--- config.mk ---
export PLATFORM = sky130hd
export DESIGN_NAME = alu_share_arbiter_flat
export DESIGN_NICKNAME = d
export VERILOG_FILES = /design/src/rtl/alu_share_arbiter_pkg.sv /design/src/rtl/alu_share_arbiter_if.sv /design/src/rtl/alu_share_arbiter_rr_arb2.sv /design/src/rtl/alu_share_arbiter.sv /design/src/flat_wrapper.sv
export SDC_FILE = /design/constraint.sdc
export NUM_CORES = 1
export LEC_CHECK = 0
export ABC_CLOCK_PERIOD_IN_PS = 1700
export BUFFER_PORTS_ARGS = -buffer_cell sky130_fd_sc_hd__buf_2
export CORE_MARGIN = 2
export CORE_UTILIZATION = 43
export DETAILED_ROUTE_END_ITERATION = 12
export PLACE_DENSITY = 0.79
export SLEW_MARGIN = 20
export SYNTH_ARGS = -nofsm -noshare
export SYNTH_HDL_FRONTEND = slang
export SYNTH_HIERARCHICAL = 1
export SYNTH_SLANG_ARGS = --single-unit
export TNS_END_PERCENT = 20
--- constraint.sdc ---
create_clock -name clk -period 1.7 [get_ports clk]
set_input_delay 0.17 -clock clk [delete_from_list [all_inputs] [get_ports clk]]
set_output_delay 0.17 -clock clk [all_outputs]
set_load 0.03 [all_outputs]
--- src/rtl/alu_share_arbiter_pkg.sv ---
// Shared widths and FSM state type for the ALU sharing arbiter.
package alu_share_arbiter_pkg;
  localparam int WIDTH   = 32;
  localparam int CTRL_W  = 4;
  localparam int REQ_CNT = 2;

  typedef enum logic [1:0] {
    IDLE = 2'd0,
    EXEC = 2'd1,
    RESP = 2'd2
  } state_e;
endpackage

--- src/rtl/alu_share_arbiter_if.sv ---
// Request/response bundle between the two ALU requesters, the consumer and the arbiter.
interface alu_share_arbiter_if #(
  parameter int WIDTH  = alu_share_arbiter_pkg::WIDTH,
  parameter int CTRL_W = alu_share_arbiter_pkg::CTRL_W
);
  import alu_share_arbiter_pkg::*;

  logic [REQ_CNT-1:0] req_valid;
  logic [REQ_CNT-1:0] req_ready;
  logic [WIDTH-1:0]   req0_a;
  logic [WIDTH-1:0]   req1_a;
  logic [WIDTH-1:0]   req0_b;
  logic [WIDTH-1:0]   req1_b;
  logic [CTRL_W-1:0]  req0_ctrl;
  logic [CTRL_W-1:0]  req1_ctrl;

  logic               rsp_valid;
  logic               rsp_ready;
  logic               rsp_id;
  logic [WIDTH-1:0]   rsp_result;
  logic               rsp_zero;
  logic               rsp_carry;
  logic               rsp_ovf;

  modport master (
    output req_valid, req0_a, req1_a, req0_b, req1_b, req0_ctrl, req1_ctrl, rsp_ready,
    input  req_ready, rsp_valid, rsp_id, rsp_result, rsp_zero, rsp_carry, rsp_ovf
  );

  modport slave (
    input  req_valid, req0_a, req1_a, req0_b, req1_b, req0_ctrl, req1_ctrl, rsp_ready,
    output req_ready, rsp_valid, rsp_id, rsp_result, rsp_zero, rsp_carry, rsp_ovf
  );
endinterface

--- src/rtl/alu_share_arbiter_rr_arb2.sv ---
// Two-way round-robin pick; on a tie the requester that did not win last time goes first.
module alu_share_arbiter_rr_arb2 (
  input  logic [1:0] req_valid_i,
  input  logic       last_grant_i,
  output logic       gnt_valid_o,
  output logic       gnt_id_o
);
  always_comb begin
    gnt_valid_o = |req_valid_i;
    if (&req_valid_i) gnt_id_o = ~last_grant_i;
    else              gnt_id_o = req_valid_i[1];
  end
endmodule

--- src/rtl/alu_share_arbiter.sv ---
// Shares one combinational ALU between two requesters with registered operands and a tagged response.
// state | meaning
// IDLE  | arbitrate; accept one request   EXEC | ALU settles   RESP | hold response until consumed
module alu_share_arbiter #(
  parameter int WIDTH  = alu_share_arbiter_pkg::WIDTH,
  parameter int CTRL_W = alu_share_arbiter_pkg::CTRL_W
) (
  input  logic              clk,
  input  logic              rst,
  alu_share_arbiter_if.slave bus,
  output logic [WIDTH-1:0]  alu_a_o,
  output logic [WIDTH-1:0]  alu_b_o,
  output logic [CTRL_W-1:0] alu_ctrl_o,
  input  logic [WIDTH-1:0]  alu_result_i,
  input  logic              alu_zero_i,
  input  logic              alu_carryout_i,
  input  logic              alu_overflow_i,
  output logic              busy_o
);
  import alu_share_arbiter_pkg::*;

  state_e             state_q, state_d;
  logic               last_grant_q, last_grant_d;
  logic               owner_q, owner_d;
  logic [WIDTH-1:0]   alu_a_q, alu_a_d, alu_b_q, alu_b_d;
  logic [CTRL_W-1:0]  alu_ctrl_q, alu_ctrl_d;
  logic               rsp_valid_q, rsp_valid_d, rsp_id_q, rsp_id_d;
  logic [WIDTH-1:0]   rsp_result_q, rsp_result_d;
  logic               rsp_zero_q, rsp_zero_d, rsp_carry_q, rsp_carry_d, rsp_ovf_q, rsp_ovf_d;
  logic               gnt_valid, gnt_id, accept;

  alu_share_arbiter_rr_arb2 u_arb (
    .req_valid_i  (bus.req_valid),
    .last_grant_i (last_grant_q),
    .gnt_valid_o  (gnt_valid),
    .gnt_id_o     (gnt_id)
  );

  assign accept = (state_q == IDLE) && gnt_valid && !rst;

  always_ff @(posedge clk) begin
    if (rst) state_q <= IDLE;
    else     state_q <= state_d;
  end

  always_comb begin
    state_d = state_q;
    unique case (state_q)
      IDLE:    if (accept) state_d = EXEC;
      EXEC:    state_d = RESP;
      RESP:    if (bus.rsp_ready) state_d = IDLE;
      default: state_d = IDLE;
    endcase
  end

  always_comb begin
    bus.req_ready = '0;
    if (accept) bus.req_ready[gnt_id] = 1'b1;
    busy_o = (state_q == EXEC) || (state_q == RESP);
  end

  // Operands are sampled only in the accept cycle; the response is captured at the end of EXEC.
  always_comb begin
    last_grant_d = last_grant_q;
    owner_d      = owner_q;
    alu_a_d      = alu_a_q;
    alu_b_d      = alu_b_q;
    alu_ctrl_d   = alu_ctrl_q;
    rsp_valid_d  = rsp_valid_q;
    rsp_id_d     = rsp_id_q;
    rsp_result_d = rsp_result_q;
    rsp_zero_d   = rsp_zero_q;
    rsp_carry_d  = rsp_carry_q;
    rsp_ovf_d    = rsp_ovf_q;
    if (accept) begin
      last_grant_d = gnt_id;
      owner_d      = gnt_id;
      alu_a_d      = gnt_id ? bus.req1_a    : bus.req0_a;
      alu_b_d      = gnt_id ? bus.req1_b    : bus.req0_b;
      alu_ctrl_d   = gnt_id ? bus.req1_ctrl : bus.req0_ctrl;
    end
    if (state_q == EXEC) begin
      rsp_valid_d  = 1'b1;
      rsp_id_d     = owner_q;
      rsp_result_d = alu_result_i;
      rsp_zero_d   = alu_zero_i;
      rsp_carry_d  = alu_carryout_i;
      rsp_ovf_d    = alu_overflow_i;
    end
    if ((state_q == RESP) && bus.rsp_ready) rsp_valid_d = 1'b0;
  end

  always_ff @(posedge clk) begin
    if (rst) begin
      last_grant_q <= 1'b1;
      owner_q      <= 1'b0;
      alu_a_q      <= '0;
      alu_b_q      <= '0;
      alu_ctrl_q   <= '0;
      rsp_valid_q  <= 1'b0;
      rsp_id_q     <= 1'b0;
      rsp_result_q <= '0;
      rsp_zero_q   <= 1'b0;
      rsp_carry_q  <= 1'b0;
      rsp_ovf_q    <= 1'b0;
    end else begin
      last_grant_q <= last_grant_d;
      owner_q      <= owner_d;
      alu_a_q      <= alu_a_d;
      alu_b_q      <= alu_b_d;
      alu_ctrl_q   <= alu_ctrl_d;
      rsp_valid_q  <= rsp_valid_d;
      rsp_id_q     <= rsp_id_d;
      rsp_result_q <= rsp_result_d;
      rsp_zero_q   <= rsp_zero_d;
      rsp_carry_q  <= rsp_carry_d;
      rsp_ovf_q    <= rsp_ovf_d;
    end
  end

  assign alu_a_o        = alu_a_q;
  assign alu_b_o        = alu_b_q;
  assign alu_ctrl_o     = alu_ctrl_q;
  assign bus.rsp_valid  = rsp_valid_q;
  assign bus.rsp_id     = rsp_id_q;
  assign bus.rsp_result = rsp_result_q;
  assign bus.rsp_zero   = rsp_zero_q;
  assign bus.rsp_carry  = rsp_carry_q;
  assign bus.rsp_ovf    = rsp_ovf_q;
endmodule

--- src/flat_wrapper.sv ---
// flat-port wrapper written by rule: the top's interface ports become plain ports
module alu_share_arbiter_flat import alu_share_arbiter_pkg::*;
#(
  parameter int WIDTH  = alu_share_arbiter_pkg::WIDTH,
  parameter int CTRL_W = alu_share_arbiter_pkg::CTRL_W
)
  (clk, rst, alu_a_o, alu_b_o, alu_ctrl_o, alu_result_i, alu_zero_i, alu_carryout_i, alu_overflow_i, busy_o, bus_req_valid, bus_req0_a, bus_req1_a, bus_req0_b, bus_req1_b, bus_req0_ctrl, bus_req1_ctrl, bus_rsp_ready, bus_req_ready, bus_rsp_valid, bus_rsp_id, bus_rsp_result, bus_rsp_zero, bus_rsp_carry, bus_rsp_ovf);
  alu_share_arbiter_if #(.WIDTH(WIDTH), .CTRL_W(CTRL_W)) bus_i ();
  input  logic clk;
  input  logic rst;
  output logic [WIDTH-1:0] alu_a_o;
  output logic [WIDTH-1:0] alu_b_o;
  output logic [CTRL_W-1:0] alu_ctrl_o;
  input  logic [WIDTH-1:0] alu_result_i;
  input  logic alu_zero_i;
  input  logic alu_carryout_i;
  input  logic alu_overflow_i;
  output logic busy_o;
  input wire logic [$bits(bus_i.req_valid)-1:0] bus_req_valid;
  input wire logic [$bits(bus_i.req0_a)-1:0] bus_req0_a;
  input wire logic [$bits(bus_i.req1_a)-1:0] bus_req1_a;
  input wire logic [$bits(bus_i.req0_b)-1:0] bus_req0_b;
  input wire logic [$bits(bus_i.req1_b)-1:0] bus_req1_b;
  input wire logic [$bits(bus_i.req0_ctrl)-1:0] bus_req0_ctrl;
  input wire logic [$bits(bus_i.req1_ctrl)-1:0] bus_req1_ctrl;
  input wire logic [$bits(bus_i.rsp_ready)-1:0] bus_rsp_ready;
  output wire logic [$bits(bus_i.req_ready)-1:0] bus_req_ready;
  output wire logic [$bits(bus_i.rsp_valid)-1:0] bus_rsp_valid;
  output wire logic [$bits(bus_i.rsp_id)-1:0] bus_rsp_id;
  output wire logic [$bits(bus_i.rsp_result)-1:0] bus_rsp_result;
  output wire logic [$bits(bus_i.rsp_zero)-1:0] bus_rsp_zero;
  output wire logic [$bits(bus_i.rsp_carry)-1:0] bus_rsp_carry;
  output wire logic [$bits(bus_i.rsp_ovf)-1:0] bus_rsp_ovf;
  assign bus_i.req_valid = bus_req_valid;
  assign bus_i.req0_a = bus_req0_a;
  assign bus_i.req1_a = bus_req1_a;
  assign bus_i.req0_b = bus_req0_b;
  assign bus_i.req1_b = bus_req1_b;
  assign bus_i.req0_ctrl = bus_req0_ctrl;
  assign bus_i.req1_ctrl = bus_req1_ctrl;
  assign bus_i.rsp_ready = bus_rsp_ready;
  assign bus_req_ready = bus_i.req_ready;
  assign bus_rsp_valid = bus_i.rsp_valid;
  assign bus_rsp_id = bus_i.rsp_id;
  assign bus_rsp_result = bus_i.rsp_result;
  assign bus_rsp_zero = bus_i.rsp_zero;
  assign bus_rsp_carry = bus_i.rsp_carry;
  assign bus_rsp_ovf = bus_i.rsp_ovf;
  alu_share_arbiter #(.WIDTH(WIDTH), .CTRL_W(CTRL_W)) u_core (.clk(clk), .rst(rst), .bus(bus_i), .alu_a_o(alu_a_o), .alu_b_o(alu_b_o), .alu_ctrl_o(alu_ctrl_o), .alu_result_i(alu_result_i), .alu_zero_i(alu_zero_i), .alu_carryout_i(alu_carryout_i), .alu_overflow_i(alu_overflow_i), .busy_o(busy_o));
endmodule
==> results of run 1 <==
logic make-up after synthesis:
family,count (synthesis),synth area share
fa+ha+maj,5,0.01263
buf+inv,43,0.06769
flops,109,0.4405
mux,106,0.2142
compound gates,73,0.1713
simple gates,117,0.09371
cells in the mapped netlist (4+ instances only):
master and number:
sky130_fd_sc_hd__mux2i_1 106, sky130_fd_sc_hd__inv_1 4, sky130_fd_sc_hd__nor2_1 104, sky130_fd_sc_hd__a211oi_1 8, sky130_fd_sc_hd__buf_2 10, sky130_fd_sc_hd__buf_4 11, sky130_fd_sc_hd__nand2_1 4, sky130_fd_sc_hd__nand2b_1 4
sky130_fd_sc_hd__dfxtp_1 109, sky130_fd_sc_hd__ha_1 5, sky130_fd_sc_hd__a211oi_2 61, sky130_fd_sc_hd__buf_6 13
path summary, 6_finish.rpt:
path | startpoint | endpoint | slack, ns | depth (start not counted)
worst max-delay path | u_core/state_q[0] | u_core/alu_a_o[11] | 0.08 | 6
worst min-delay path | bus_rsp_ready | u_core/bus.rsp_valid | 0.03 | 2
worst max register to register | u_core/state_q[0] | u_core/alu_a_o[11] | 0.08 | 6
worst min register to register | u_core/owner_q | u_core/owner_q | 0.47 | 2
worst register-to-register path: stages, from the launching register on:
cell	delay, ns
sky130_fd_sc_hd__dfxtp_1	0.34
sky130_fd_sc_hd__inv_1	0.12
sky130_fd_sc_hd__ha_2	0.22
sky130_fd_sc_hd__and2_4	0.18
sky130_fd_sc_hd__buf_12	0.30
sky130_fd_sc_hd__nor2_1	0.13
sky130_fd_sc_hd__a211oi_1	0.24
timing repair:
| action | 4_1_cts | 5_1_grt |
|---|---|---|
| buffers inserted | 1 | 0 |
| setup endpoints to repair | 2 | 22 |
| gates resized for setup | 2 | 4 |
| gates cloned | 1 | 0 |
| pin swaps | 1 | 0 |
area by class of cell:
class / count / area [sq um]
Timing Repair Buffer: 293 / 1624
Fill cell: 940 / 4559
Tap cell: 143 / 178.9
Multi-Input combinational cell: 301 / 2465
Sequential cell: 109 / 2182
Clock buffer: 9 / 225.2
Clock inverter: 7 / 71.32
Inverter: 4 / 15.01
metal layers:
layer / vias to the layer above / share of wire / wire length [um] / GRT usage
met5: - / 0 / 0 / 0
met4: 0 / 0.015 / 180 / 0.06831
met1: 1929 / 0.39 / 4556 / 0.2020
met3: 16 / 0.084 / 993 / 0.05498
met2: 170 / 0.51 / 6069 / 0.3423
li1: 2115 / - / - / -
registers in the layout, summed over array words and instances, names as in the netlist:
name                   flops
u_core/last_grant_q        1
u_core/state_q             2
u_core/bus.rsp_id          1
u_core/bus.rsp_valid       1
u_core/alu_a_o            32
u_core/bus.rsp_ovf         1
u_core/bus.rsp_zero        1
u_core/bus.rsp_carry       1
u_core/alu_ctrl_o          4
u_core/bus.rsp_result     32
u_core/owner_q             1
u_core/alu_b_o            32
report_power, final:
part           leakage [nW]  internal [mW]  switching, mW
logic                  2.20           1.37           2.38
clock network         0.150           1.15          0.931
registers             0.902           3.06          0.253
total                  3.25           5.57           3.56
==> run summary, run 1 <==
The flow ran to the end, and the final reports show no timing, DRC or antenna violations. The leading register cell type out of synthesis is sky130_fd_sc_hd__dfxtp_1. The clock tree from TritonCTS is done.

The critical path is of the reg -> reg type. Leaving out fill and tap cells, the most frequent cell in the layout is sky130_fd_sc_hd__buf_2. Before CTS, the worst setup slack after placement is approximately 0.088 ns. After synthesis the cells add up to slightly below 0.005 sq mm. The maximum clock rate came out at slightly above 600 MHz. Traced cell by cell, the critical path runs through inv_1, ha_2, and2_4, buf_12, nor2_1, a211oi_1. Setup repair after global routing left no endpoint under its margin.

In the synthesized netlist the async set-or-reset flop fraction comes to 0. The total chip power is between 9 and 10 mW. For this design the static power due to leakage is 3.250 nW. Global routing finished with a remaining overflow of 0. 0 antenna diodes ended up in the layout. The wire length of the first global-routing pass is between 15000 and 20000 um. Summed over all failing endpoints, the final setup total negative slack is 0 ns.

By area the synthesized netlist is led by sky130_fd_sc_hd__dfxtp_1 44%, sky130_fd_sc_hd__mux2i_1 21%, sky130_fd_sc_hd__a211oi_2 15%. In this run, the number of DRC markers left after iteration 0 of detailed routing was ~180. The final worst setup slack is 0.07894 ns. The slew at the pin closest to its max-slew limit is 0.3473 ns. The library cells used most frequently in the layout, excluding fill and tap cells, are 280 x sky130_fd_sc_hd__buf_2, 109 x sky130_fd_sc_hd__dfxtp_1, 106 x sky130_fd_sc_hd__mux2i_1.

The maximum clock insertion buffer count is 2. Routability-driven placement finished with a final weighted congestion of around 0.8. The number of cells after detailed placement came out at about 850. CTS placed an instance of sky130_fd_sc_hd__clkbuf_16 at the clock tree root.

The source-to-sink clock delay at the later pin of the worst-skew pair is between 0.3 and 0.4 ns. The relative slew slack came out at 0.7685. The final critical-path share of the clock period came out at 0.9536. The required time of the worst setup path is between 1.5 and 2 ns. The tool flagged a number of max-cap violations equal to 0. The final-report max-slew violation count came to 0. The final period demand of the worst path is between 1.5 and 2 ns. After the last flow step, the layout net total stands at between 800 and 900. STA classifies the critical path endpoint as a flip-flop. The die footprint is ~0.012 sq mm. The worst setup path is launched from a flip-flop. The slowest stage of the critical path is the sky130_fd_sc_hd__dfxtp_1 cell.

The total buffers and inverters traversed by the critical path came out at 2. The total DRC errors in the routed layout is 0. The design area came out at between 0.006 and 0.007 sq mm. The number of enable flip-flop cells after synthesis is 0. After detailed routing, the average wire length per cell comes to about 14 um. The number of buffers created by CTS came out at 9.

The highest fanout seen on the critical path is 70. The sequential element share of the synthesized area is 0.4405. The category of cells accounting for the largest share of critical-path delay is buffers and inverters. The proportion of netlist area held by the largest area contributor came out at 0.4405. For this design the ratio of total power to cell area is 1351 mW/mm^2. The clock-pin slew reported for the worst setup and hold paths after clock tree synthesis is 0.07 ns. The number of standard cells in the final layout excluding fillers came out at about 870. The number of global-route vias before repair is 4321. The clock net in this run drives a total of around 110 sinks. The final setup violation count is 0.

For this run, the share of the core covered by cells in the final layout is 0.5973. The smallest hold slack came out at between 0.02 and 0.03 ns. Once placement finished, the instance area stood at roughly 0.0064 sq mm. The largest vdd supply drop is around 0.70 mV.

The total area inside the core boundary comes to ~0.011 sq mm. The synthesis-stage register bit count came out at 109. The total number of vias is 4230.

The overall die width is 111.3 um. After floorplanning, the core was divided into 39 placement rows. Synthesis instantiated 23 different standard cells from the library. The count of pins on the block boundary came out at approximately 280. The effective utilization at floorplan came out at 0.4376. The total routing usage reported by global routing is 0.1860. Entering global routing, the biggest net connects 71 pins. The number of detailed-routing iterations run before antenna repair is 4.

The number of nets produced by synthesis is ~630. The vertical die dimension is 111.3 um. The synthesized instance count is approximately 450. In this run the remaining antenna-violating nets after routing total 0.

The post-synthesis to final-layout area growth is 36.50%. The initial antenna violation count is 0. The final-report hold violation count was 0.

Data arrives at the worst endpoint at 1.87 ns. Of the cells placed in the final design, the portion with a size suffix greater than 1 is 0.5242. In this run the mean area of a mapped cell was 10.93 sq um. The wire length reported by the detailed router is about 12000 um. The number of input and output port buffers inserted is 283. The highest cell delay on the worst timing path came out at ~0.34 ns. The per-cell via count in the routed design is 4.885. The HPWL after detailed placement is between 8000 and 9000 um. The type of the worst min-delay path is in -> reg. The warning count from the yosys run is 6. The number of levels in the clock H-tree is 3. The largest area contributor in the synthesized netlist is sky130_fd_sc_hd__dfxtp_1. The worst clock skew on the final layout came out at approximately 0.0084 ns. The number of hold buffers added after CTS was 0.
(Power assumes the default switching activity.)
==> run 2: changes to the inputs <==
Settings changed: CELL_PAD_IN_SITES_DETAIL_PLACEMENT from default to 1, CELL_PAD_IN_SITES_GLOBAL_PLACEMENT from default to 2, CORE_UTILIZATION 43 to 25, PLACE_DENSITY 0.79 to default, PLACE_DENSITY_LB_ADDON from default to 0.1.
==> run 2 against run 1 <==
Effect of this change:
- count of clock-buffer cells in the layout is the same
- non-clock buffer count grew 6
- sequential cell count is the same
- routed wire length grew 27%
- clock power grew 6%
- critical path type is now reg -> out
- critical endpoint is now bus_req_ready[0]
- fmax shrank 1.8%
- first-iteration DRC count shrank 54%
==> run summary, run 2 (synthesis results as in run 1) <==
The final period demand of the worst path came out at 1.651 ns (+0.02984 ns). The net switching share of the total power is 0.3997 (+0.009781). The worst clock skew on the final layout is 0.005568 ns (-0.002847 ns). The largest vdd supply drop came out at 0.4637 mV (-34%). The cell that appears most often on the critical path is sky130_fd_sc_hd__buf_4.

The count of standard-cell rows is 51 (+31%). The die footprint is 0.02096 sq mm (+69%). The wire length reported by the detailed router is 15030 um (+27%). The number of buffers created by CTS came out at 9 (unchanged). The per-cell routed wire length came out at 15.10 um (+11%). The number of levels in the clock H-tree came out at 3 (unchanged).

The clock group share of total power came out at 0.234 (+0.006). The met2 demand-to-capacity share in global routing is 0.2550 (-0.08731). The worst setup path is launched from a flip-flop. The total buffers and inverters traversed by the critical path came out at 3 (+1). The minimum setup slack after placement is 0.09137 ns (+0.003708 ns). The proportion of layout cells with a drive suffix above 1 came to 0.5309 (+0.006659).

The part of the power in combinational logic is 0.415 (+0.005). The number of DRC markers after the initial detailed-route iteration came out at 83 (-54%). Leaving out fill and tap cells, the most frequent cell in the layout is sky130_fd_sc_hd__buf_2. The area used by multi-input combinational logic came out at 0.002475 sq mm (+0.41%). The required time of the worst setup path is 1.53 ns (-0.42 ns). The number of detailed-routing iterations run before antenna repair came out at 4 (unchanged).

The sum of overflow across all layers after global routing is 0 (unchanged). The library cell used as clock root buffer is sky130_fd_sc_hd__clkbuf_16. The final setup violation count is 0 (unchanged).

The initial antenna violation count is 2 (+2). The arrival time of the worst setup path came out at 1.48 ns (-0.39 ns). The number of global-route vias before repair is 4399 (+1.8%). The internal cell power came to 5.637 mW (+1.1%). The number of input and output port buffers inserted is 283 (unchanged). The antenna violation net count after detailed routing came to 0 (unchanged). The met1 usage in global routing is 0.1477 (-0.05425). The reported leakage power came out at 3.284 nW (+1.0%). The count of pins on the block boundary was 284 (unchanged). The total DRC errors in the routed layout is 0 (unchanged). The final-report hold violation count is 0 (unchanged). The number of filler cells placed in the layout is 2307 (+150%). The slowest stage cell on the critical path is sky130_fd_sc_hd__dfxtp_2. The critical path goes through a21boi_4, buf_4, buf_12, nor3_2, buf_4.

The per-cell via count in the routed design came to 4.308 (-12%). The post-synthesis to final-layout area growth is 41.05%. The final layout net count is 905 (+0.67%). The relative slew slack is 0.8046 (+0.03611).

The highest cell delay on the worst timing path is 0.34 ns (about the same). The vertical die dimension was 144.8 um (+30%). The category of the critical setup timing path is reg -> out. The count of clock tree sinks came out at 109 (unchanged). The slew at the pin closest to its max-slew limit came to 0.2850 ns (-0.06231 ns).

The type of the worst min-delay path is in -> reg. The switching power is 3.753 mW (+5.4%). Among cell families on the critical path, the largest total delay comes from buffers and inverters. The smallest hold slack came out at 0.04275 ns (+0.01415 ns).

The total routing usage reported by global routing came out at 0.1394 (-0.04656). The sequential cell fraction of total power came out at 0.351 (-0.011). The worst setup path is captured at an output port. The maximum clock rate is 605.7 MHz (-1.8%). The half-perimeter wire length after detailed placement is 11540 um (+31%). The final-report max-slew violation count is 0 (unchanged). The source-to-sink clock delay at the later pin of the worst-skew pair is 0.36 ns (+0.02 ns).

The clock-pin slew reported for the worst setup and hold paths after clock tree synthesis is 0.08 ns (about the same). The routability congestion estimate came out at 0.6839 (-14%). The total number of vias is 4286 (+1.3%). The final critical-path share of the clock period was 0.9711 (+0.01755). The maximum clock insertion buffer count is 2 (unchanged).

The power density over the cells is 1344 mW/mm^2 (-0.53%). The number of violations of the max-capacitance limit came to 0 (unchanged). The overall die width came out at 144.8 um (+30%).

The setup slack of the worst register-to-register path came to 0.15 ns (+0.07 ns). The pin count of the biggest net entering global routing is 52 (-27%). The highest fanout seen on the critical path came out at 34 (-51%). The core region area is 0.01946 sq mm (+72%). Setup repair after global routing could not meet its margin everywhere. The top cell types in the final layout, fill and taps aside, are 280 x sky130_fd_sc_hd__buf_2, 107 x sky130_fd_sc_hd__dfxtp_1, 106 x sky130_fd_sc_hd__mux2i_1. The post-route core utilization came out at 0.3590 (-0.2383). TritonCTS built the clock tree.

The area taken by flip-flops and latches is 0.002185 sq mm (+0.12%). The wire length of the first global-routing pass came out at 22510 um (+17%). The run finished with clean final reports. In this run the most used layer during global routing was met2. The routing usage on met3 came out at 0.05035 (-0.004635). The effective utilization at floorplan was 0.2545 (-0.1830). The final worst setup slack came out at 0.04910 ns (-0.02984 ns).
run 2: cell count changes in the layout (fill, tap and decap cells not counted), moves of 2 or more:
cell,previous run,this run
sky130_fd_sc_hd__buf_4,4,9
sky130_fd_sc_hd__clkinv_2,3,1
sky130_fd_sc_hd__dfxtp_2,0,2
sky130_fd_sc_hd__dfxtp_1,109,107
run 2: metrics by stage:
step | area, sq um | TNS [ns] | power (mW) | instances
2_1_floorplan | 4959 | 0 | 6.220 | 453
3_3_place_gp | 6593 | 0 | 7.164 | 974
3_5_place_dp | 6593 | 0 | 7.275 | 974
4_1_cts | 6965 | -0.03573 | 9.575 | 994
5_1_grt | 6987 | -0.03198 | 9.991 | 995
6_report | 6987 | 0 | 9.391 | 995
run 2: final cells by class:
type,instances,area share
clock inverter,7,0.01164
timing repair buffer,299,0.2393
multi-input combinational,301,0.3542
clock buffer,9,0.03223
tap,265,0.04746
sequential,109,0.3127
antenna,1,0.0003582
inverter,4,0.002149
run 2: per-layer routing:
metal,routed length (um),up-vias
met2,7681,150
met4,242,2
met5,7,-
met3,1265,17
met1,5831,1987
li1,-,2130
run 2: final timing paths:
kind                                     startpoint                        to  depth (start not counted)
worst min register to register       u_core/owner_q            u_core/owner_q                          2
worst max-delay path            u_core/last_grant_q          bus_req_ready[0]                          5
worst max register to register  u_core/last_grant_q         u_core/alu_a_o[4]                          6
worst min-delay path                alu_result_i[4]  u_core/bus.rsp_result[4]                          3
run 2: worst register-to-register path, delay by kind of cell (launching register included):
family / cells / cell delay [ns]
buf+inv: 3 / 0.58
flops: 1 / 0.34
mux: 1 / 0.27
compound gates: 2 / 0.25
run 2: power by group through the flow:
stage	combinational (mW)	sequential, mW	clock [mW]
finish	3.90	3.30	2.20
global placement	3.83	3.34	0
detailed placement	3.92	3.36	0
floorplan	1.92	4.30	0
global route	4.22	3.38	2.40
CTS	3.96	3.31	2.31
run 2: timing repair:
action	CTS	global route
pin swaps	1	1
hold endpoints to repair	1	0
hold buffers	1	0
cloned	1	0
endpoints found under the setup margin	2	2
buffers inserted	2	0
gates resized for setup	6	4
